[config.mk]
export PLATFORM = sky130hd
export DESIGN_NAME = uart_rx
export DESIGN_NICKNAME = d
export VERILOG_FILES = /design/src/rtl/uart_pkg.sv /design/src/rtl/uart_rx_sampler.sv /design/src/rtl/uart_rx.sv
export SDC_FILE = /design/constraint.sdc
export NUM_CORES = 1
export LEC_CHECK = 0
export ABC_AREA = 1
export ABC_CLOCK_PERIOD_IN_PS = 2300
export BUFFER_PORTS_ARGS = -buffer_cell sky130_fd_sc_hd__buf_2
export CAP_MARGIN = 30
export CORE_MARGIN = 3
export CORE_UTILIZATION = 33
export DETAILED_ROUTE_END_ITERATION = 6
export GPL_ROUTABILITY_DRIVEN = 0
export GPL_TIMING_DRIVEN = 0
export PLACE_DENSITY_LB_ADDON = 0.15
export SLEW_MARGIN = 10
export SYNTH_ARGS = -nofsm -noshare
export SYNTH_HDL_FRONTEND = slang
export SYNTH_HIERARCHICAL = 1
export SYNTH_SLANG_ARGS = --single-unit
[constraint.sdc]
create_clock -name CLK -period 2.3 [get_ports CLK]
set_input_delay 0.46 -clock CLK [delete_from_list [all_inputs] [get_ports CLK]]
set_output_delay 0.46 -clock CLK [all_outputs]
set_load 0.05 [all_outputs]
[src/rtl/uart_pkg.sv]
// uart_pkg: UART state encoding, legal prescale values and parity encoding shared by the link.
package uart_pkg;

    typedef enum logic [2:0] {
        IDLE   = 3'd0,
        START  = 3'd1,
        DATA   = 3'd2,
        PARITY = 3'd3,
        STOP   = 3'd4
    } rx_state_t;

    localparam int unsigned PRESCALE_8  = 8;
    localparam int unsigned PRESCALE_16 = 16;
    localparam int unsigned PRESCALE_32 = 32;

    localparam logic PARITY_EVEN = 1'b0;
    localparam logic PARITY_ODD  = 1'b1;

    function automatic logic is_legal_prescale(input int unsigned v);
        return v == PRESCALE_8 || v == PRESCALE_16 || v == PRESCALE_32;
    endfunction

    // Expected parity bit from the XOR-reduction of the data word.
    function automatic logic parity_bit(input logic xor_red, input logic ptype);
        return xor_red ^ (ptype == PARITY_ODD);
    endfunction

endpackage

[src/rtl/uart_rx_sampler.sv]
// uart_rx_sampler: per-bit edge counter, three-point capture around mid-bit and 2-of-3 vote.
module uart_rx_sampler #(
    parameter int PRESCALE_W = 6
) (
    input  logic                  clk,
    input  logic                  rst_n,
    input  logic                  run,
    input  logic                  rx,
    input  logic [PRESCALE_W-1:0] prescale,
    output logic                  wrap,
    output logic                  sample_done,
    output logic                  bit_val
);

    logic [PRESCALE_W-1:0] cnt;
    logic [PRESCALE_W-1:0] half;
    logic [1:0]            s;

    assign half        = prescale >> 1;
    assign wrap        = cnt == prescale - 1'b1;
    assign sample_done = cnt == half + 1'b1;
    // Third sample is the live line, so the vote resolves on the last sample cycle.
    assign bit_val     = (s[0] & s[1]) | (s[0] & rx) | (s[1] & rx);

    always_ff @(posedge clk or negedge rst_n) begin
        if (!rst_n) begin
            cnt <= '0;
            s   <= '0;
        end else begin
            cnt <= (run && !wrap) ? cnt + 1'b1 : '0;
            if (cnt == half - 1'b1) s[0] <= rx;
            if (cnt == half) s[1] <= rx;
        end
    end

endmodule

[src/rtl/uart_rx.sv]
// uart_rx: oversampling UART receiver with majority vote, parity and stop checks.
// Define UART_RX_SYNC_EN to pass Rx_in through a 2-flop synchronizer (adds 2 cycles latency).
module uart_rx
    import uart_pkg::*;
#(
    parameter int width      = 8,
    parameter int PRESCALE_W = 6
) (
    input  logic                  CLK,
    input  logic                  Reset,
    input  logic                  Rx_in,
    input  logic [PRESCALE_W-1:0] Prescale,
    input  logic                  Parity_EN,
    input  logic                  Parity_type,
    output logic [width-1:0]      P_data,
    output logic                  Data_valid,
    output logic                  Parity_error,
    output logic                  Stop_error
);

    localparam int BW = $clog2(width);

    logic                  rx;
    rx_state_t             state;
    logic [PRESCALE_W-1:0] p;
    logic                  pen;
    logic                  ptype;
    logic [width-1:0]      shreg;
    logic [BW-1:0]         bit_idx;
    logic                  vbit;
    logic                  par_err;
    logic                  run;
    logic                  wrap;
    logic                  done;
    logic                  bit_val;
    logic                  last;
    logic                  good;

`ifdef UART_RX_SYNC_EN
    logic [1:0] sync;
    always_ff @(posedge CLK or negedge Reset) begin
        if (!Reset) sync <= 2'b11;
        else sync <= {sync[0], Rx_in};
    end
    assign rx = sync[1];
`else
    assign rx = Rx_in;
`endif

    // Counter runs from the IDLE cycle that sees the falling edge; a start glitch clears it.
    assign run  = (state == IDLE) ? !rx : !(state == START && done && bit_val);
    assign last = bit_idx == BW'(width - 1);
    assign good = !par_err && vbit;

    uart_rx_sampler #(.PRESCALE_W(PRESCALE_W)) u_sampler (
        .clk         (CLK),
        .rst_n       (Reset),
        .run         (run),
        .rx          (rx),
        .prescale    (p),
        .wrap        (wrap),
        .sample_done (done),
        .bit_val     (bit_val)
    );

    always_ff @(posedge CLK or negedge Reset) begin
        if (!Reset) begin
            state        <= IDLE;
            p            <= PRESCALE_W'(PRESCALE_8);
            pen          <= 1'b0;
            ptype        <= PARITY_EVEN;
            shreg        <= '0;
            bit_idx      <= '0;
            vbit         <= 1'b1;
            par_err      <= 1'b0;
            P_data       <= '0;
            Data_valid   <= 1'b0;
            Parity_error <= 1'b0;
            Stop_error   <= 1'b0;
        end else begin
            Data_valid   <= 1'b0;
            Parity_error <= 1'b0;
            Stop_error   <= 1'b0;
            if (done) vbit <= bit_val;
            case (state)
                IDLE: if (!rx) begin
                    state   <= START;
                    p       <= is_legal_prescale(32'(Prescale)) ? Prescale : PRESCALE_W'(PRESCALE_16);
                    pen     <= Parity_EN;
                    ptype   <= Parity_type;
                    par_err <= 1'b0;
                    bit_idx <= '0;
                end
                START: begin
                    if (done && bit_val) state <= IDLE;
                    else if (wrap) state <= DATA;
                end
                DATA: begin
                    if (done) shreg <= {bit_val, shreg[width-1:1]};
                    if (wrap) begin
                        bit_idx <= last ? '0 : bit_idx + 1'b1;
                        if (last) state <= pen ? PARITY : STOP;
                    end
                end
                PARITY: begin
                    if (done) par_err <= bit_val != parity_bit(^shreg, ptype);
                    if (wrap) state <= STOP;
                end
                STOP: if (wrap) begin
                    state        <= IDLE;
                    Data_valid   <= good;
                    Parity_error <= par_err;
                    Stop_error   <= !vbit;
                    if (good) P_data <= shreg;
                end
                default: state <= IDLE;
            endcase
        end
    end

endmodule
==> results of run 1 <==
==> flip-flops by register name, summed over array words and instances (netlist names), 2 cells and up <==
register,count
u_sampler/s,2
shreg,8
bit_idx,3
u_sampler/cnt,6
p,6
P_data,8
state,3
==> cells by family after synthesis <==
kind of cell             count (synthesis)  share of synthesized area (%)
AND/OR/NAND/NOR                        213                          35.44
buffers and inverters                   57                          9.044
flip-flops                              43                          39.98
AO/OA/AOI/OAI                           32                          8.442
XOR/XNOR                                 9                          2.922
adder cells (fa/ha/maj)                  8                          3.618
multiplexers                             1                         0.5564
==> path summary, 6_finish.rpt <==
| kind | to |
|---|---|
| worst max-delay path | state[1]$_DFFE_PN0P_ |
| worst min-delay path | Data_valid$_DFF_PN0_ |
| worst max register to register | state[1]$_DFFE_PN0P_ |
| worst min register to register | p[3]$_DFFE_PN1P_ |
| max in group asynchronous | p[3]$_DFFE_PN1P_ |
| min in group CLK | pen$_DFFE_PN0P_ |
==> cell usage in the layout (no fill, tap or decap), drive strengths merged, types with 2 or more instances in the layout <==
master	instances
clkbuf	5
inv	53
buf	27
xnor2	3
nand2	138
nand3b	3
dfstp	2
nor2	31
a21oi	3
nand4	5
nor3	10
o21ai	26
ha	7
xor2	6
dfrtp	41
nand3	26
clkinv	2
==> power by group <==
group	switching (W)	internal, W
sequential	0.000145	0.000891
combinational	0.000628	0.000379
clock	0.000270	0.000323
==> metal layers <==
metal  wire length [um]  GRT usage (%)  vias up
met3                218          2.943        7
met4                 82          4.439        0
met1               2714          17.58      980
li1                   -              -     1204
met2               2482          22.48       39
met5                  0              0        -
==> final cells by class <==
type | instances | area share (%)
well taps | 102 | 4.120
flip-flops and latches | 43 | 34.90
inverters | 53 | 6.422
clock inverters | 3 | 1.414
repair buffers | 23 | 4.523
multi-input cells | 263 | 44.95
clock buffers | 5 | 2.221
plain buffers | 4 | 1.454
==> what timing repair did <==
action,4_1_cts,5_1_grt
setup buffers,1,0
pin swaps,1,0
endpoints found under the setup margin,7,13
gates resized for setup,0,8
==> metrics by stage <==
step | hold WS, ns | utilization [%] | total power (W)
finish | 0.1674 | 39.48 | 0.002635
global route | 0.2133 | 39.48 | 0.002892
CTS | 0.1842 | 39.22 | 0.002684
detailed placement | 0.4635 | 37.69 | 0.002068
global placement | 0.4621 | 37.34 | 0.002057
floorplan | 0.1644 | - | 0.001844
==> worst max-delay path: cells and delay by family (launching register included) <==
kind,cells,cell delay (ns)
and+or+nand+nor,10,0.92
DFF,1,0.45
buffers and inverters,2,0.25
adders and majority gates,1,0.23
AOI/OAI and AO/OA,2,0.14
==> impl_metrics.env, run 1 <==
export IMPL_status="finished, final reports clean"
export IMPL_max_clock_freq_ghz=0.4743
export IMPL_layout_nets=411
export IMPL_grt_pass1_vias=2193
export IMPL_synthTopCellsByCount="131 x nand2_1, 43 x inv_1, 41 x dfrtp_1, 25 x nand3_1, 23 x nor2_1"
export IMPL_cap_violations=0
export IMPL_power_density_mw_per_mm2=850.7
export IMPL_first_pass_iters=4
export IMPL_worstSetupStartpointType="register"
export IMPL_synth_seq_cells=43
export IMPL_worst_slack_ns=0.1915
export IMPL_cp_max_fo=6
export IMPL_viasPerCell=4.496
export IMPL_synthTopCellsByArea="dfrtp_1 38%, nand2_1 18%, inv_1 6.0%"
export IMPL_post_synth_top_count_cell="nand2_1"
export IMPL_syn_to_final_growth_pct=14.84
export IMPL_finalMaxSlewViolations=0
export IMPL_tightest_slew_ns=0.6221
export IMPL_path_common_cell="nand2_1"
export IMPL_critical_path_class="register to register"
export IMPL_synthCells=363
export IMPL_slowest_delay_ns=0.45
export IMPL_ys_seq_area_share_pct=39.98
export IMPL_tns_ns=0
export IMPL_die_height_um=96.41
export IMPL_yosysTopAreaCellShare_pct=38.03
export IMPL_reg2reg_slack_ns=0.19
export IMPL_rsz0062_at_grt="no"
export IMPL_cts_sinks=43
export IMPL_drc=0
export IMPL_syn_cell_area_sq_mm=0.002698
export IMPL_cts_hold_buffers=0
export IMPL_finalClockSkew_ns=0.01151
export IMPL_cp_cell_sequence="inv_2, ha_2, nand2_1, nor2_1, o21ai_0, nand2_1, nand2_2, nor2_4, inv_1, nand2_1, nand2_2, nor2_2, nand2_2, nand2_1, o21ai_1"
export IMPL_dp_cells=487
export IMPL_setup_violations_final=0
export IMPL_dp_slack_ns=-0.1028
export IMPL_leakage_nw=1.582
export IMPL_antenna_found_initial=0
export IMPL_yosysWarnings=6
export IMPL_cts_path_max_buffers=2
export IMPL_ir_worst_vdd_v=0.0003462
export IMPL_async_flop_share_pct=100.0
export IMPL_grt_usage_pct=13.57
export IMPL_nFillCells=853
export IMPL_worstPathRequired_ns=2.49
export IMPL_place_area_sq_mm=0.002958
export IMPL_synthFlopType="dfrtp_1"
export IMPL_placementRows=32
export IMPL_port_buffers=21
export IMPL_drtIter0Drc=70
export IMPL_slowest_stage="dfrtp_2"
export IMPL_numCtsBuffers=5
export IMPL_drive_above_1_share_pct=22.59
export IMPL_fp_dieW_um=96.41
export IMPL_hp_class="input port to asynchronous set/reset pin"
export IMPL_worstPathArrival_ns=2.30
export IMPL_synth_cell_types=30
export IMPL_syn_avg_cell_area_sq_um=7.431
export IMPL_grt_max_degree=26
export IMPL_grt_ovfl_total=0
export IMPL_synth_fp_nets=381
export IMPL_hpwlAfterDp_um=4193
export IMPL_post_route_period_util_pct=91.68
export IMPL_core_area_sq_mm=0.007848
export IMPL_totalWireLength_um=5497
export IMPL_tritoncts="yes"
export IMPL_synth_edf_count=0
export IMPL_slew_headroom_pct=58.53
export IMPL_cts_root_buffer="clkbuf_8"
export IMPL_post_drt_wl_per_cell_um=11.08
export IMPL_hold_viol=0
export IMPL_clkTransAtPathRegs_ns=0.09
export IMPL_critPathCaptureType="register"
export IMPL_io_pins=22
export IMPL_vias=2230
export IMPL_critPathLaunch="p[1]$_DFFE_PN0P_"
export IMPL_design_area_sq_mm=0.003098
export IMPL_period_needed_ns=2.109
export IMPL_floorplan_initialDensity_pct=34.37
export IMPL_clock_latency_ns=0.30
export IMPL_fin_cells=496
export IMPL_diodes=0
export IMPL_ant_nets=0
export IMPL_cts_htree_levels=2
export IMPL_die_area_sq_mm=0.009295
export IMPL_synth_top_area_cell="dfrtp_1"
export IMPL_grt_first_pass_wirelength_um=9880
export IMPL_ff2ff_path_depth=15
export IMPL_regArea_sq_mm=0.001081
export IMPL_rr_startpoint="p[1]$_DFFE_PN0P_"
export IMPL_multi_input_area_sq_mm=0.001393
(Power assumes the default switching activity.)
==> inputs of run 2 (changes only) <==
Settings changed: SYNTH_HIERARCHICAL 1 to not set.
==> run 2 against run 1 <==
Setup slack improved by 0.029 ns. Sequential cell count is the same. Sequential power hardly changed. Clock skew decreased by 0.0044 ns. Final area is 6.7% lower. Sequential share of layout area grew 2.5 points. Critical endpoint is now P_data[7]$_DFFE_PN0P_. Largest power group is now combinational cells.
==> impl_metrics.env, run 2 <==
export IMPL_use_met1_pct=18.31
export IMPL_syn_cell_area_sq_mm=0.002542
export IMPL_worstSetupStartpointType="register"
export IMPL_grt_util_met3_pct=2.484
export IMPL_cts_root_buffer="clkbuf_8"
export IMPL_synth_edf_count=0
export IMPL_post_cts_setup_buffers=0
export IMPL_finalClockSkew_ns=0.007131
export IMPL_max_clock_freq_ghz=0.4809
export IMPL_ys_seq_area_share_pct=42.42
export IMPL_numCtsBuffers=5
export IMPL_synth_fp_nets=339
export IMPL_synth_seq_cells=43
export IMPL_power_internal_w=0.001555
export IMPL_top_regs="P_data: 8 flops, shreg: 8 flops"
export IMPL_rr_startpoint="p[1]$_DFFE_PN0P_"
export IMPL_cts_htree_levels=2
export IMPL_grt_pass1_vias=1994
export IMPL_grtUsageMet2_pct=20.64
export IMPL_diodes=0
export IMPL_swShare_pct=42.40
export IMPL_syn_avg_cell_area_sq_um=7.920
export IMPL_cp_cell_sequence="inv_1, ha_1, xnor2_1, a21oi_2, o21ai_1, nor2_2, and2_4, nand3_4, buf_6, nand2_2, o21ai_2"
export IMPL_cap_violations=0
export IMPL_syn_to_final_growth_pct=13.63
export IMPL_grt_ovfl_total=0
export IMPL_io_pins=22
export IMPL_power_w=0.002700
export IMPL_clock_latency_ns=0.30
export IMPL_critPathCaptureType="register"
export IMPL_timing_rr_end="P_data[7]$_DFFE_PN0P_"
export IMPL_first_pass_iters=4
export IMPL_antenna_found_initial=0
export IMPL_comb_power_share_pct=42.3
export IMPL_synthCells=321
export IMPL_ir_worst_vdd_v=0.0002964
export IMPL_port_buffers=21
export IMPL_async_flop_share_pct=100.0
export IMPL_slowest_stage="dfrtp_2"
export IMPL_final_common_cell="nand2_1"
export IMPL_tritoncts="yes"
export IMPL_cts_hold_buffers=0
export IMPL_status="finished, final reports clean"
export IMPL_slowest_delay_ns=0.45
export IMPL_p_sw_w=0.001145
export IMPL_grt_first_pass_wirelength_um=9252
export IMPL_tns_ns=0
export IMPL_drtIter0Drc=66
export IMPL_vias=2017
export IMPL_busiest_layer="met2"
export IMPL_hold_viol=0
export IMPL_seqPwrFrac_pct=38.9
export IMPL_drc=0
export IMPL_core_area_sq_mm=0.007370
export IMPL_drive_above_1_share_pct=19.09
export IMPL_cts_sinks=43
export IMPL_period_needed_ns=2.080
export IMPL_regArea_sq_mm=0.001080
export IMPL_cts_resized=0
export IMPL_grt_usage_pct=13.08
export IMPL_worstPathArrival_ns=2.27
export IMPL_post_synth_top_count_cell="nand2_1"
export IMPL_die_area_sq_mm=0.008794
export IMPL_die_height_um=93.78
export IMPL_synthTopCellsByArea="dfrtp_1 40%, nand2_1 12%, inv_1 7.2%"
export IMPL_rsz0062_at_grt="no"
export IMPL_most_common_layout_cells="80 x nand2_1, 49 x inv_1, 40 x dfrtp_1"
export IMPL_clkTransAtPathRegs_ns=0.09
export IMPL_yosysWarnings=0
export IMPL_viasPerCell=4.482
export IMPL_floorplan_initialDensity_pct=34.50
export IMPL_leakage_nw=1.478
export IMPL_post_route_period_util_pct=90.42
export IMPL_ff2ff_path_depth=11
export IMPL_ant_nets=0
export IMPL_totalWireLength_um=5149
export IMPL_worstPathRequired_ns=2.49
export IMPL_setup_violations_final=0
export IMPL_grt_max_degree=25
export IMPL_power_frac_clock_pct=18.8
export IMPL_hpwlAfterDp_um=4012
export IMPL_critical_path_class="register to register"
export IMPL_hp_class="input port to asynchronous set/reset pin"
export IMPL_synth_cell_types=33
export IMPL_fin_util_pct=39.20
export IMPL_placementRows=31
export IMPL_whs_ns=0.1236
export IMPL_yosysTopAreaCellShare_pct=40.35
export IMPL_synth_top_area_cell="dfrtp_1"
export IMPL_multi_input_area_sq_mm=0.001214
export IMPL_fp_dieW_um=93.78
export IMPL_power_density_mw_per_mm2=934.7
export IMPL_tightest_slew_ns=0.5090
export IMPL_slew_headroom_pct=66.06
export IMPL_reg2reg_slack_ns=0.22
export IMPL_nFillCells=768
export IMPL_cts_path_max_buffers=2
export IMPL_layout_nets=368
export IMPL_synthFlopType="dfrtp_1"
export IMPL_post_drt_wl_per_cell_um=11.44
export IMPL_synthTopCellsByCount="80 x nand2_1, 49 x inv_1, 41 x dfrtp_1, 28 x nor2_1, 21 x nand3_1"
export IMPL_cp_max_fo=10
export IMPL_finalMaxSlewViolations=0
-- run 2: power by group through the flow --
stage | sequential [W] | clock (W) | combinational, W
after global placement | 0.00107 | 0 | 0.00114
after CTS | 0.00105 | 0.000525 | 0.00116
after floorplan | 0.00103 | 0 | 0.000934
after detailed placement | 0.00107 | 0 | 0.00115
after global routing | 0.00108 | 0.000550 | 0.00134
final | 0.00105 | 0.000507 | 0.00114
-- run 2: worst max-delay path by stage --
| stage | startpoint | end | slack, ns |
|---|---|---|---|
| floorplan | p[1]$_DFFE_PN0P_ | P_data[7]$_DFFE_PN0P_ | 0.44 |
| global placement | p[1]$_DFFE_PN0P_ | P_data[7]$_DFFE_PN0P_ | 0.15 |
| detailed placement | p[1]$_DFFE_PN0P_ | P_data[7]$_DFFE_PN0P_ | 0.16 |
| CTS | p[1]$_DFFE_PN0P_ | P_data[7]$_DFFE_PN0P_ | 0.14 |
| global route | p[2]$_DFFE_PN0P_ | shreg[3]$_DFFE_PN0P_ | 0.02 |
| finish | p[1]$_DFFE_PN0P_ | P_data[7]$_DFFE_PN0P_ | 0.22 |
-- run 2: layer usage --
layer | wire length [um] | share of wire, % | vias up
li1 | - | - | 1057
met1 | 2646 | 51 | 923
met2 | 2256 | 44 | 31
met3 | 167 | 3.2 | 6
met4 | 78 | 1.5 | 0
met5 | 0 | 0 | -
-- run 2: logic make-up after synthesis --
| kind of cell | Yosys count | synth area share, % |
|---|---|---|
| AO/OA/AOI/OAI | 36 | 8.957 |
| XOR/XNOR | 21 | 7.530 |
| adder cells (fa/ha/maj) | 7 | 3.445 |
| buffers and inverters | 58 | 9.990 |
| flip-flops | 43 | 42.42 |
| AND/OR/NAND/NOR | 156 | 27.66 |
-- run 2: layout make-up --
cell class / instances / area share (%)
Clock buffer: 5 / 2.382
Multi-Input combinational cell: 220 / 42.01
Tap cell: 99 / 4.288
Timing Repair Buffer: 22 / 4.331
Buffer: 6 / 1.949
Inverter: 52 / 6.843
Clock inverter: 3 / 0.8229
Sequential cell: 43 / 37.38
-- run 2: through the flow --
step	cells	worst slack, ns	area (sq um)
global placement	441	0.1523	2771
CTS	450	0.1449	2884
floorplan	321	0.4371	2542
detailed placement	442	0.1586	2791
finish	450	0.2204	2889
global route	450	0.01846	2889
-- run 2: critical path, delay by kind of cell (launching register included) --
kind	cells	cell delay, ns
buffers and inverters	2	0.37
AND/OR/NAND/NOR	4	0.50
flip-flops	1	0.45
adder cells (fa/ha/maj)	1	0.27
XOR/XNOR	1	0.14
AO/OA/AOI/OAI	3	0.24
==> inputs of run 3 (changes only) <==
Settings changed: CELL_PAD_IN_SITES_DETAIL_PLACEMENT set to 1, CELL_PAD_IN_SITES_GLOBAL_PLACEMENT set to 2.
==> run 3 against run 2 <==
Final area is 1.4% higher. Largest cell class unchanged. Die area stayed put. Cell count is the same. Clock skew rose by 0.0019 ns. Combinational power increased by 4%. Worst hold slack got worse by 0.084 ns. Register-to-register slack about the same. Via count grew 1.9%.
==> impl_metrics.env, run 3 (same netlist as run 2, synthesis figures left out) <==
export IMPL_io_pins=22
export IMPL_cp_max_fo=10
export IMPL_ff2ff_path_depth=11
export IMPL_post_cts_setup_buffers=0
export IMPL_worstPathArrival_ns=2.28
export IMPL_tns_ns=0
export IMPL_rsz0062_at_grt="no"
export IMPL_die_height_um=93.78
export IMPL_worst_slack_ns=0.2174
export IMPL_fp_dieW_um=93.78
export IMPL_totalWireLength_um=5972
export IMPL_cts_sinks=43
export IMPL_finalMaxSlewViolations=0
export IMPL_vias=2056
export IMPL_clock_latency_ns=0.30
export IMPL_viasPerCell=4.569
export IMPL_finalClockSkew_ns=0.009011
export IMPL_power_density_mw_per_mm2=1009
export IMPL_core_area_sq_mm=0.007370
export IMPL_grt_pass1_vias=2082
export IMPL_floorplan_initialDensity_pct=34.50
export IMPL_final_common_cell="nand2_1"
export IMPL_period_needed_ns=2.083
export IMPL_top_regs="P_data: 8 flops, shreg: 8 flops"
export IMPL_most_common_layout_cells="80 x nand2_1, 48 x inv_1, 39 x dfrtp_1"
export IMPL_diodes=0
export IMPL_status="finished, final reports clean"
export IMPL_cts_path_max_buffers=2
export IMPL_clkTransAtPathRegs_ns=0.09
export IMPL_rr_startpoint="p[0]$_DFFE_PN0P_"
export IMPL_post_drt_wl_per_cell_um=13.27
export IMPL_fin_util_pct=39.75
export IMPL_critPathLaunch="p[0]$_DFFE_PN0P_"
export IMPL_antenna_found_initial=0
export IMPL_cts_htree_levels=2
export IMPL_cap_violations=0
export IMPL_die_area_sq_mm=0.008794
export IMPL_hpwlAfterDp_um=4755
export IMPL_slowest_stage="dfrtp_1"
export IMPL_dp_slack_ns=0.1207
export IMPL_slew_headroom_pct=66.21
export IMPL_grt_usage_pct=14.90
export IMPL_drive_above_1_share_pct=19.37
export IMPL_setup_violations_final=0
export IMPL_max_clock_freq_ghz=0.4802
export IMPL_hold_viol=0
export IMPL_worstSetupStartpointType="register"
export IMPL_ir_worst_vdd_v=0.0004105
export IMPL_syn_to_final_growth_pct=15.21
export IMPL_grt_ovfl_total=0
export IMPL_leakage_nw=1.500
export IMPL_port_buffers=21
export IMPL_grt_max_degree=34
export IMPL_critical_path_class="register to register"
export IMPL_layout_nets=368
export IMPL_slowest_delay_ns=0.47
export IMPL_tritoncts="yes"
export IMPL_worstPathRequired_ns=2.50
export IMPL_cts_root_buffer="clkbuf_8"
export IMPL_cp_cell_sequence="inv_1, ha_1, xnor2_1, a21oi_2, o21ai_1, nor2_2, and2_4, nand3_4, buf_6, nand2_2, o21ai_2"
export IMPL_numCtsBuffers=5
export IMPL_drc=0
export IMPL_critPathCaptureType="register"
export IMPL_hp_class="input port to asynchronous set/reset pin"
export IMPL_tightest_slew_ns=0.5015
export IMPL_grt_first_pass_wirelength_um=10130
export IMPL_first_pass_iters=4
export IMPL_drtIter0Drc=61
export IMPL_placementRows=31
export IMPL_ant_nets=0
export IMPL_post_route_period_util_pct=90.55
==> run 3: cell type report <==
| class | count | area [sq um] |
|---|---|---|
| Multi-Input combinational cell | 220 | 1212 |
| Sequential cell | 43 | 1081 |
| Fill cell | 927 | 4441 |
| Timing Repair Buffer | 22 | 125.1 |
| Buffer | 6 | 56.30 |
| Tap cell | 99 | 123.9 |
| Clock inverter | 2 | 60.06 |
| Clock buffer | 6 | 72.57 |
| Inverter | 52 | 197.7 |
==> run 3: per-layer routing <==
metal / vias to the layer above / part of all wire, % / GRT usage (%)
met5: - / 0 / 0
met4: 0 / 1.3 / 5.054
met3: 5 / 2.8 / 3.205
met2: 20 / 46 / 22.71
met1: 971 / 50 / 20.85
li1: 1060 / - / -
==> run 3: what timing repair did <==
| action | 4_1_cts | 5_1_grt |
|---|---|---|
| gates resized for setup | 0 | 4 |
| setup endpoints to repair | 0 | 17 |
| endpoints found under the hold margin | 0 | 0 |
| hold buffers | 0 | 0 |
==> run 3: report_power, final <==
part           switching, W  internal (W)  leakage, nW
Clock              0.000275      0.000434       0.0654
Sequential         0.000140      0.000915        0.565
Combinational      0.000767      0.000424        0.869
Total               0.00118       0.00177         1.50
==> run 3: stage by stage <==
step	std cells	hold WS, ns	total power [W]	area (sq um)
after floorplan	321	0.1644	0.001964	2542
after global placement	441	0.4602	0.002237	2771
after detailed placement	442	0.3759	0.002285	2791
after CTS	450	0.03909	0.003020	2924
after global routing	450	0.03815	0.003252	2929
final	450	0.03913	0.002956	2929
==> run 3: final timing paths <==
check                                              to  slack, ns
worst max-delay path            P_data[7]$_DFFE_PN0P_       0.22
worst min-delay path             state[0]$_DFFE_PN0P_       0.04
worst max register to register  P_data[7]$_DFFE_PN0P_       0.22
worst min register to register  P_data[4]$_DFFE_PN0P_       0.48
max in group asynchronous            p[3]$_DFFE_PN1P_       1.71
min in group CLK                      pen$_DFFE_PN0P_       0.37
==> run 3: worst max-delay path: cells and delay by family (launching register included) <==
kind | cells | cell delay (ns)
adders and majority gates | 1 | 0.31
buffers and inverters | 2 | 0.31
and+or+nand+nor | 4 | 0.51
DFF | 1 | 0.47
AOI/OAI and AO/OA | 3 | 0.23
xor gates and xnor gates | 1 | 0.15
